==> src/rtl/alu_mul_sequencer.sv <==
// Iterative 32x32 shift-and-add multiply sequencer. Borrows the shared EX-stage
// ALU (ADD for accumulate, SLL for multiplicand shift) and produces the low
// 32 bits of op_a*op_b, which is correct for signed and unsigned operands.
module alu_mul_sequencer #(
  parameter int ITER       = 32,
  parameter bit EARLY_EXIT = 1'b1
) (
  input  logic        clk,
  input  logic        rst_n,
  input  logic        flush,
  input  logic        start_valid,
  output logic        start_ready,
  input  logic [31:0] op_a,
  input  logic [31:0] op_b,
  output logic [31:0] alu_src1,
  output logic [31:0] alu_src2,
  output logic [1:0]  alu_func,
  output logic [4:0]  alu_shift,
  input  logic [31:0] alu_result,
  output logic        result_valid,
  input  logic        result_ready,
  output logic [31:0] result,
  output logic        busy
);

  typedef enum logic [1:0] {
    S_IDLE,
    S_STEP,
    S_SHIFT,
    S_DONE
  } state_t;

  localparam logic [1:0] F_SLL = 2'b00;
  localparam logic [1:0] F_ADD = 2'b01;
  localparam logic [5:0] LAST  = 6'(ITER - 1);

  state_t      state;
  logic [31:0] p;    // accumulator
  logic [31:0] m;    // multiplicand, shifted left once per iteration
  logic [31:0] q;    // multiplier, shifted right once per iteration
  logic [5:0]  cnt;  // completed iterations
  logic        accept;

  // NOTE: start_ready is combinational on flush so a start in the same cycle
  // as a flush is never handshaken; everything else below is a plain register.
  assign start_ready = (state == S_IDLE) && !flush;
  assign busy        = (state != S_IDLE);
  assign accept      = start_valid && start_ready;

  // Sequencer FSM. ALU controls are registered and set on entry to each state,
  // so the ALU sees the right operands for the whole of STEP and SHIFT.
  always_ff @(posedge clk or negedge rst_n) begin
    if (!rst_n) begin
      // NOTE: sequential state uses non-blocking assignments only, so every
      // register here samples the pre-edge values of its neighbours.
      state        <= S_IDLE;
      p            <= '0;
      m            <= '0;
      q            <= '0;
      cnt          <= '0;
      result       <= '0;
      result_valid <= 1'b0;
      alu_src1     <= '0;
      alu_src2     <= '0;
      alu_func     <= F_SLL;
      alu_shift    <= '0;
    end else if (flush) begin
      // Abort wins over every transition; partial P/M/Q are simply abandoned.
      state        <= S_IDLE;
      result_valid <= 1'b0;
      alu_src1     <= '0;
      alu_src2     <= '0;
      alu_func     <= F_SLL;
      alu_shift    <= '0;
    end else begin
      case (state)
        S_IDLE: begin
          if (accept) begin
            p   <= '0;
            m   <= op_a;
            q   <= op_b;
            cnt <= '0;
            if (EARLY_EXIT && (op_b == 32'd0)) begin
              state        <= S_DONE;
              result       <= '0;
              result_valid <= 1'b1;
            end else begin
              // First STEP adds M=op_a onto P=0.
              state     <= S_STEP;
              alu_func  <= F_ADD;
              alu_src1  <= '0;
              alu_src2  <= op_a;
              alu_shift <= '0;
            end
          end
        end

        S_STEP: begin
          if (q[0]) p <= alu_result;
          state     <= S_SHIFT;
          alu_func  <= F_SLL;
          alu_src1  <= m;
          alu_src2  <= '0;
          alu_shift <= 5'd1;
        end

        S_SHIFT: begin
          m   <= alu_result;
          q   <= q >> 1;
          cnt <= cnt + 6'd1;
          if ((cnt == LAST) || (EARLY_EXIT && (q[31:1] == 31'd0))) begin
            // P already holds the final sum: it was updated in the last STEP.
            state        <= S_DONE;
            result       <= p;
            result_valid <= 1'b1;
            alu_func     <= F_SLL;
            alu_src1     <= '0;
            alu_src2     <= '0;
            alu_shift    <= '0;
          end else begin
            // Next STEP adds the freshly shifted multiplicand.
            state     <= S_STEP;
            alu_func  <= F_ADD;
            alu_src1  <= p;
            alu_src2  <= alu_result;
            alu_shift <= '0;
          end
        end

        S_DONE: begin
          if (result_ready) begin
            state        <= S_IDLE;
            result_valid <= 1'b0;
          end
        end

        default: state <= S_IDLE;
      endcase
    end
  end

endmodule

==> config.mk <==
export PLATFORM = sky130hd
export DESIGN_NAME = alu_mul_sequencer
export DESIGN_NICKNAME = d
export VERILOG_FILES = /design/src/rtl/alu_mul_sequencer.sv
export SDC_FILE = /design/constraint.sdc
export NUM_CORES = 1
export LEC_CHECK = 0
export BUFFER_PORTS_ARGS = -buffer_cell sky130_fd_sc_hd__buf_2
export CORE_AREA = 2 2 115 145
export DETAILED_ROUTE_END_ITERATION = 12
export DIE_AREA = 0 0 117 147
export MAX_ROUTING_LAYER = met4
export PLACE_DENSITY = 0.83
export SETUP_SLACK_MARGIN = 0.05
export SLEW_MARGIN = 10
export SYNTH_ARGS = -nofsm -noshare
export SYNTH_HDL_FRONTEND = slang
export SYNTH_SLANG_ARGS = --single-unit
==> constraint.sdc <==
create_clock -name clk -period 4.1 [get_ports clk]
set_clock_uncertainty 0.1 [all_clocks]
set_input_delay 0.41 -clock clk [delete_from_list [all_inputs] [get_ports clk]]
set_output_delay 0.41 -clock clk [all_outputs]
set_load 0.05 [all_outputs]
# Word-level counts from Yosys, hierarchy flattened
# Cells that the tools add are included.
[word_totals]
inputBits = 101
output_inout_bits = 106
reg_bits = 208
word_cells = 88
[classes]
n_eq_ne = 13
bitwise_logic = 1
mux = 44
n_reduce_logical = 18
addsub = 1
[op_table]
columns = ["operator", "count"]
rows = [
  ["$mux W32", 15],
  ["$pmux W32 S2", 4],
  ["$pmux W32 S3", 2],
  ["$logic_not A32 Y1", 1],
  ["$logic_not A31 Y1", 1],
  ["$mux W2", 8],
  ["$mux W5", 3],
  ["$pmux W5 S3", 1],
  ["$ne A3 B3 Y1 const B", 4],
  ["$pmux W6 S2", 1],
  ["$reduce_and A5 Y1", 2],
  ["$pmux W2 S4", 1],
  ["$reduce_bool A4 Y1", 2],
  ["$add A6 B1 Y6 const B", 1],
  ["$eq A6 B5 Y1 const B", 1],
  ["$mux W1", 6],
  ["$mux W6", 1],
  ["$ne A2 B2 Y1 const B", 3],
  ["$pmux W2 S3", 1],
  ["$reduce_and A3 Y1", 2],
  ["$reduce_bool A2 Y1", 3],
  ["$eq A2 B2 Y1 const B", 2],
  ["$reduce_and A4 Y1", 1],
  ["$ne A3 B2 Y1 const B", 1],
  ["9 further kinds", 10],
]

# Depth between registers and ports, before layout
# Gate-level depths: netlist of run 1.
[depth]
word_depth = 6
depth_mapped = 10
depth_no_buf = 7

# Worst setup path after synthesis of run 1
# No wires, ideal clock.
[synth_timing]
path_type = "reg2out"
startpoint = "register state[0]"
endpoint = "output start_ready"
arrival_time_ps = 1957
setup_slack_ps = 1633
t_required_ps = 3590
path_stages_with_launch = 6
path_buffers = 1
path_cell_list = "dfrtp_1 -> inv_1 -> ha_1 -> clkbuf_1 -> inv_1 -> nor2_1"
[synth_between]
elab_chain_cells = 2
[synth_rtl]
columns = ["element", "line", "rtl"]
rows = [
  ["start: declaration", "37", "state_t state;"],
  ["start signal: assignment", "56", "state <= S_IDLE;"],
  ["start signal: assignment", "69", "state <= S_IDLE;"],
  ["start signal: assignment", "84", "state <= S_DONE;"],
  ["$logic_not A2 Y1", "46", "assign start_ready = (state == S_IDLE) && !flush;"],
  ["$logic_and A1 B1 Y1", "46", ""],
  ["end: declaration", "12", "output logic start_ready,"],
]
# Every way passes these cells.

# Final worst setup path of run 1
[layout_timing]
startpoint = "register state[0]"
endpoint = "register result[29]"
[layout_between]
elab_chain_cells = 5
elab_cells_between_ends = 10
classes_between = "4 x eq/ne; 1 x mux; 5 x reduce/logical"
[layout_rtl]
columns = ["element", "line", "rtl"]
rows = [
  ["$logic_not A2 Y1", "46, 76", ""],
  ["$logic_and A1 B1 Y1", "46", ""],
  ["$logic_and A1 B1 Y1", "48", "assign accept = start_valid && start_ready;"],
  ["$ne A2 B2 Y1 (no source line)", "-", ""],
  ["$reduce_and A5 Y1 (no source line)", "-", ""],
  ["end signal: assignment", "114", "result <= p;"],
  ["end: declaration", "22", "output logic [31:0] result,"],
]
# Parallel ways exist; a longest one is shown, timed or not.
# A chain may end at the register's enable or synchronous reset.

==> metrics.cfg, run 1 <==
[status]
status = completed

[final_layout]
final_nets = 1105
syn2layout_area_growth_pct = 20.7
utilization_pct = 68.4
fillers = 1236
drive_gt1_share_pct = 25.7
multiInputGateArea_um2 = 3690
seq_area_um2 = 5080

[cts]
cts_tree = yes
worstSkewPairLatency_ns = 0.49
clk_pin_slew_ns = 0.06
clock-sinks = 203
post-cts-setup-buffers = 0
cts_buffers = 20
cts_root_buffer = clkbuf_16
clockBufferDepth = 3
cts_htree_levels = 1

[pwr]
p_sw_w = 0.00359
swShare_pct = 42.5
finalPower_w = 0.00844
p_leak_nw = 5.52
ir_worst_vdd_mv = 0.520
p_per_area_nw_per_um2 = 774
p_int_w = 0.00485
p_seq_share_pct = 36.4
clockPowerShare_pct = 21.7
p_comb_share_pct = 41.8

[die]
num_rows = 52
start_util_pct = 56.6
die_h_um = 147
die_w_um = 117
core-area_um2 = 15900
io_pins = 207
die_area_um2 = 17200

[worst_setup_path]
start_kind = flip-flop
critPathBufInv = 2
end_kind = flip-flop
slowest_stage = ha_4
arrival_ns = 3.31
path_max_fanout = 39
critPathRequiredTime_ns = 4.42
crit_path_cell_trace = inv_1 > ha_4 > o21ai_0 > a21oi_4 > or3_1 > buf_4 > a22o_1
cpPeakStageDelay_ns = 0.57
crit_family = compound AO/OA/AOI/OAI gates
critPathKind = reg -> reg

[routing]
drcViolationCount = 0
wl_per_cell_um = 18.9
ant_nets = 0
drt_iter0_markers = 536
via_per_inst = 5.88
num_vias = 7241
routed_wirelength_um = 23200
drtPass1Iterations = 7

[timing]
fmax_ghz = 0.334
final_max_slew_viol_count = 0
slew_headroom_pct = 22.4
rsz0062_at_grt = no
tightest_slew_ns = 1.16
fin_crit_ns = 2.99
setup-violations-final = 0
fin_setup_tns_ns = 0
fin_crit_sh_pct = 72.9
hold_violations = 0

[logic_synthesis]
synth_cell_types = 38
avgSynthCellArea_um2 = 10.9
synth-seq-area-share_pct = 56.3
syn_area_um2 = 9030
ys.warnings.count = 0
synthCells = 828
ys_ff_latch = 203

[min_path]
hold_class = in -> reg

[grt]
grt_first_pass_wirelength_um = 37500
track_usage_pct = 28.5
first_global_vias = 7281
grt_max_degree = 111
overflow = 0
grt_antenna_before_repair = 2

[placement]
dp_hpwl_um = 15400
gp_congestion = 0.866
port_buffers = 201

[job]
cap_violations = 0

## worst register-to-register path, stage by stage (launching register included)
cell	delay (ns)
dfrtp_1	0.42
inv_1	0.17
ha_4	0.57
o21ai_0	0.41
a21oi_4	0.49
or3_1	0.18
buf_4	0.35
a22o_1	0.24
## metrics by stage
| step | setup WS [ns] | cell area, um2 | std cells | hold slack, ns |
|---|---|---|---|---|
| final | 1.11 | 10900 | 1231 | 0.0863 |
| after global routing | 0.863 | 10900 | 1231 | 0.0834 |
| after CTS | 1.09 | 10900 | 1229 | 0.0717 |
| after detailed placement | 1.11 | 10200 | 1192 | 0.372 |
| after global placement | 1.18 | 10200 | 1192 | 0.365 |
| after floorplan | 1.63 | 9040 | 832 | 0.0144 |
## cells in the final DEF (no fill, tap or decap), types with 2 or more instances in the layout
master     synthesis  layout
inv_1              5       5
nor4_1            15      15
clkbuf_16          0      21
ha_1               5       3
o21ai_0           72      72
conb_1             1       5
a211oi_4           0       2
clkinv_2           0       4
clkbuf_8           0       2
mux2i_1           64      64
nor2b_1            4       4
nand2_1          140     140
and4_1             2       2
buf_2              2     200
o31ai_1            3       3
dfrtp_1          203     203
nor3_1             5       4
nor2_1             9       8
buf_4              5      17
a21oi_4            0       2
bufinv_16          0       2
a22o_1           160     160
mux2_2             2       2
clkbuf_1          54       7
nand2b_1           2       2
diode_2            0       2
nand4_1            2       2
or3_1              3       2
nand3_1           38      38
## area by class of cell
class	count	share of cell area, %
timing repair buffer	220	10.8
multi-input combinational	548	33.9
antenna	2	0.0459
sequential	203	46.6
clock inverter	7	0.804
inverter	6	0.207
tap	216	2.48
clock buffer	29	5.19
## flip-flops by register name (all words and copies together) (netlist names)
name          cells
result           32
alu_shift         1
alu_func          1
alu_src2         32
alu_src1         32
result_valid      1
cnt               6
q                32
state             2
p                32
m                32
## cell usage after synthesis
cell type    n  area [um2]
and3_1       1        6.26
dfrtp_1    203        5080
nand3_1     38         190
o211a_1      1        10.0
buf_2        2        10.0
o32a_1       1        10.0
a22o_1     160        1400
mux2_2       2        22.5
o211ai_1     1        7.51
nand2b_1     2        12.5
a21oi_1      3        15.0
or3_1        3        18.8
a211oi_1     3        22.5
mux2i_1     64         641
clkinv_1     1        3.75
nor2b_1      4        25.0
or2_2        1        6.26
nor2_1       9        33.8
nand4_1      2        12.5
buf_4        5        37.5
nor3_1       5        25.0
a2111oi_0    1        8.76
a21o_1       1        7.51
conb_1       1        3.75
nor4b_1      1        8.76
o31ai_1      3        22.5
o21ai_0     72         360
and4_1       2        17.5
buf_1       11        41.3
nor4_1      15        93.8
xnor2_1      1        8.76
o2bb2ai_1    1        8.76
nand2_1    140         526
ha_1         5        62.6
buf_6        3        33.8
and4b_1      1        10.0
clkbuf_1    54         203
inv_1        5        18.8
## power by group through the flow
stage,Combinational (W),Sequential (W),Clock (W)
global placement,0.00343,0.00308,0
detailed placement,0.00352,0.00310,0
global route,0.00384,0.00315,0.00195
CTS,0.00353,0.00307,0.00186
finish,0.00353,0.00308,0.00183
floorplan,0.00195,0.00363,0
## what timing repair did
action | in CTS | in global routing
hold buffers | 1 | 0
endpoints found under the hold margin | 87 | 0
gates resized for setup | 0 | 0
## worst paths after layout
kind | startpoint | endpoint | slack (ns) | cells after the start
setup / recovery | state[0]$_DFFE_PN0P_ | result[29]$_DFFE_PN0P_ | 1.11 | 7
hold / removal | alu_result[24] | p[24]$_DFFE_PN0P_ | 0.09 | 3
setup reg to reg | state[0]$_DFFE_PN0P_ | result[29]$_DFFE_PN0P_ | 1.11 | 7
hold reg to reg | m[0]$_DFFE_PN0P_ | m[0]$_DFFE_PN0P_ | 0.39 | 2
max in group asynchronous | rst_n | alu_src1[3]$_DFFE_PN0P_ | 2.28 | 3
min in group asynchronous | rst_n | alu_src2[18]$_DFFE_PN0P_ | 0.48 | 2
## layer usage
layer	track usage (%)	up-vias	share of wire [%]	routed length (um)
li1	-	3367	-	-
met2	45.1	275	49	11300
met5	-	-	0	0
met3	4.04	45	6.3	1460
met1	38.0	3554	42	9800
met4	9.76	0	2.6	603
## cells by family (layout without fill, tap and decap cells)
logic type,after synthesis,in the layout,share of synthesized area (%)
compound gates,247,247,20.8
xor+xnor,1,1,0.0971
fa+ha+maj,5,5,0.693
buf+inv,81,262,3.85
flops,203,203,56.3
mux,66,66,7.35
other cells,1,7,0.0415
simple gates,224,224,10.9
Note: power is estimated with default switching activity, not from simulation.
==> inputs of run 2 (changes only) <==
CORE_AREA = 2 2 119 150   (was 2 2 115 145)
DIE_AREA = 0 0 121 152   (was 0 0 117 147)
PLACE_DENSITY = 0.78   (was 0.83)
clock period = 2.8 ns   (was 4.1 ns; I/O delays follow)
==> run 2 against run 1 <==
Against the previous run:
- clock-buffer cell count shrank 1
- sequential cell count is the same
- largest cell class unchanged
- highest routed layer unchanged
- global-route usage shrank 0.72 points
- register-to-register slack lost 0.92 ns
==> metrics.cfg, run 2 (synthesis gave the netlist of run 1 again) <==
[final_layout]
final_area_um2 = 11600  ; +6.3%
utilization_pct = 67.8  ; -0.57 points
n_antenna_cell = 0  ; -2
syn2layout_area_growth_pct = 28.4
layout_commonest_cell = dfrtp_1
final_nets = 1166  ; +5.5%
drive_gt1_share_pct = 25.5  ; -0.15 points
fillers = 1316  ; +6.5%
mostFrequentLayoutCells = dfrtp_1 (203), buf_2 (200), a22o_1 (160), nand2_1 (140), o21ai_0 (72)

[grt]
track_usage_pct = 27.8  ; -0.72 points
first_global_vias = 7724  ; +6.1%
grt_max_degree = 67  ; -40%
overflow = 0  ; unchanged
grt_antenna_before_repair = 0  ; -2
grt_first_pass_wirelength_um = 39900  ; +6.4%

[worst_setup_path]
crit_family = buffers and inverters
slowest_stage = dfrtp_1
cp_common_cell = buf_4
crit_path_cell_trace = inv_1 > ha_1 > buf_4 > nand2_1 > o32a_1 > or3_1 > buf_4 > a22o_1
end_kind = flip-flop
critPathKind = reg -> reg
r2r_setup_slack_ns = 0.19  ; -0.92 ns
start_kind = flip-flop
cpPeakStageDelay_ns = 0.43  ; -0.14 ns
arrival_ns = 2.88  ; -0.43 ns
critPathBufInv = 3  ; +1
path_max_fanout = 32  ; -18%
critPathRequiredTime_ns = 3.08  ; -1.34 ns

[routing]
via_per_inst = 5.85  ; -0.63%
wl_per_cell_um = 18.8  ; about the same
drtPass1Iterations = 4  ; -3
drcViolationCount = 0  ; unchanged
num_vias = 7587  ; +4.8%
routed_wirelength_um = 24500  ; +5.4%
ant_nets = 0  ; unchanged
drt_iter0_markers = 587  ; +9.5%

[timing]
final.setup.worst_slack_ns = 0.193  ; -0.917 ns
setup-violations-final = 0  ; unchanged
fmax_ghz = 0.384  ; +15%
fin_crit_sh_pct = 93.1  ; +20 points
fin_hold_ws_ns = 0.0105  ; -0.0757 ns
fin_crit_ns = 2.61  ; -0.383 ns
rsz0062_at_grt = yes
tightest_slew_ns = 1.10  ; -0.0567 ns
final_max_slew_viol_count = 0  ; unchanged
slew_headroom_pct = 26.3  ; +4.0 points
fin_setup_tns_ns = 0  ; unchanged
hold_violations = 0  ; unchanged

[pwr]
p_sw_w = 0.00533  ; +49%
ir_worst_vdd_mv = 0.769  ; +48%
p_int_w = 0.00734  ; +51%
p_seq_share_pct = 35.6  ; -0.8 points
p_comb_share_pct = 42.2  ; +0.4 points
swShare_pct = 42.1  ; -0.43 points
clockPowerShare_pct = 22.2  ; +0.5 points
p_per_area_nw_per_um2 = 1090  ; +41%
p_leak_nw = 5.82  ; +5.5%

[die]
io_pins = 207  ; unchanged
core-area_um2 = 17100  ; +7.2%
die_w_um = 121  ; +3.4%
die_h_um = 152  ; +3.4%
num_rows = 54  ; +3.8%
start_util_pct = 52.8  ; -3.8 points
die_area_um2 = 18400  ; +6.9%

[placement]
port_buffers = 201  ; unchanged
dpl_worst_slack_ns = 0.123  ; -0.985 ns
gp_congestion = 0.853  ; -1.6%
placed_area_um2 = 10400  ; +1.3%
dp_hpwl_um = 16000  ; +4.3%

[status]
status = completed

[job]
cap_violations = 0  ; unchanged

[cts]
cts_buffers = 20  ; unchanged
cts_root_buffer = clkbuf_16
clock-sinks = 203  ; unchanged
clockBufferDepth = 3  ; unchanged
cts_tree = yes
clk_pin_slew_ns = 0.07  ; about the same
worstSkewPairLatency_ns = 0.49  ; about the same
cts_htree_levels = 1  ; unchanged

[min_path]
hold_class = in -> reg

## run 2: cell types whose count changed in the layout (fill, tap and decap cells not counted)
cell           previous run  this run
buf_12                    1         6
buf_4                    17        22
clkbuf_1                  7         3
clkbuf_8                  2         5
clkinv_2                  4         3
clkinv_4                  0         1
clkinvlp_4                1         2
diode_2                   2         0
dlygate4sd3_1             1        52
## run 2: worst paths after layout
check	cells past startpoint	end	from
max	8	result[11]$_DFFE_PN0P_	state[0]$_DFFE_PN0P_
min	3	m[17]$_DFFE_PN0P_	op_a[17]
max reg2reg	8	result[11]$_DFFE_PN0P_	state[0]$_DFFE_PN0P_
min reg2reg	1	cnt[5]$_DFFE_PN0P_	cnt[5]$_DFFE_PN0P_
max in group asynchronous	3	result[9]$_DFFE_PN0P_	rst_n
min in group asynchronous	2	alu_src2[16]$_DFFE_PN0P_	rst_n
## run 2: cell type report
cell class	count	area [um2]	area share [%]
clock buffers	28	592	5.11
repair buffers	281	1820	15.7
inverters	6	22.5	0.194
well taps	224	280	2.42
clock inverters	8	98.8	0.853
flip-flops and latches	203	5080	43.8
multi-input cells	548	3690	31.9
## run 2: through the flow
stage / cells / power [W]
after floorplan: 832 / 0.00818
after global placement: 1208 / 0.00965
after detailed placement: 1208 / 0.00981
after CTS: 1296 / 0.0127
after global routing: 1298 / 0.0134
final: 1298 / 0.0127
## run 2: timing repair
| item | in CTS | in global routing |
|---|---|---|
| setup buffers | 0 | 2 |
| hold buffers | 52 | 0 |
| endpoints found under the setup margin | 0 | 66 |
| resized for setup | 0 | 0 |
| endpoints found under the hold margin | 114 | 0 |
## run 2: worst register-to-register path, stage by stage (launching register included)
cell     delay [ns]
dfrtp_1        0.43
inv_1          0.18
ha_1           0.38
buf_4          0.20
nand2_1        0.05
o32a_1         0.27
or3_1          0.34
buf_4          0.26
a22o_1         0.28
## run 2: power groups by stage
stage	combinational, W	sequential (W)	clock (W)
after floorplan	0.00286	0.00532	0
after global placement	0.00513	0.00451	0
after detailed placement	0.00527	0.00454	0
after CTS	0.00534	0.00450	0.00286
after global routing	0.00582	0.00462	0.00297
final	0.00534	0.00451	0.00281
## run 2: per-layer routing
| metal | up-vias | global-route usage (%) | wire length (um) |
|---|---|---|---|
| met5 | - | - | 0 |
| met4 | 0 | 10.4 | 828 |
| met3 | 67 | 3.75 | 1350 |
| met2 | 288 | 44.7 | 12000 |
| met1 | 3742 | 35.9 | 10300 |
| li1 | 3490 | - | - |
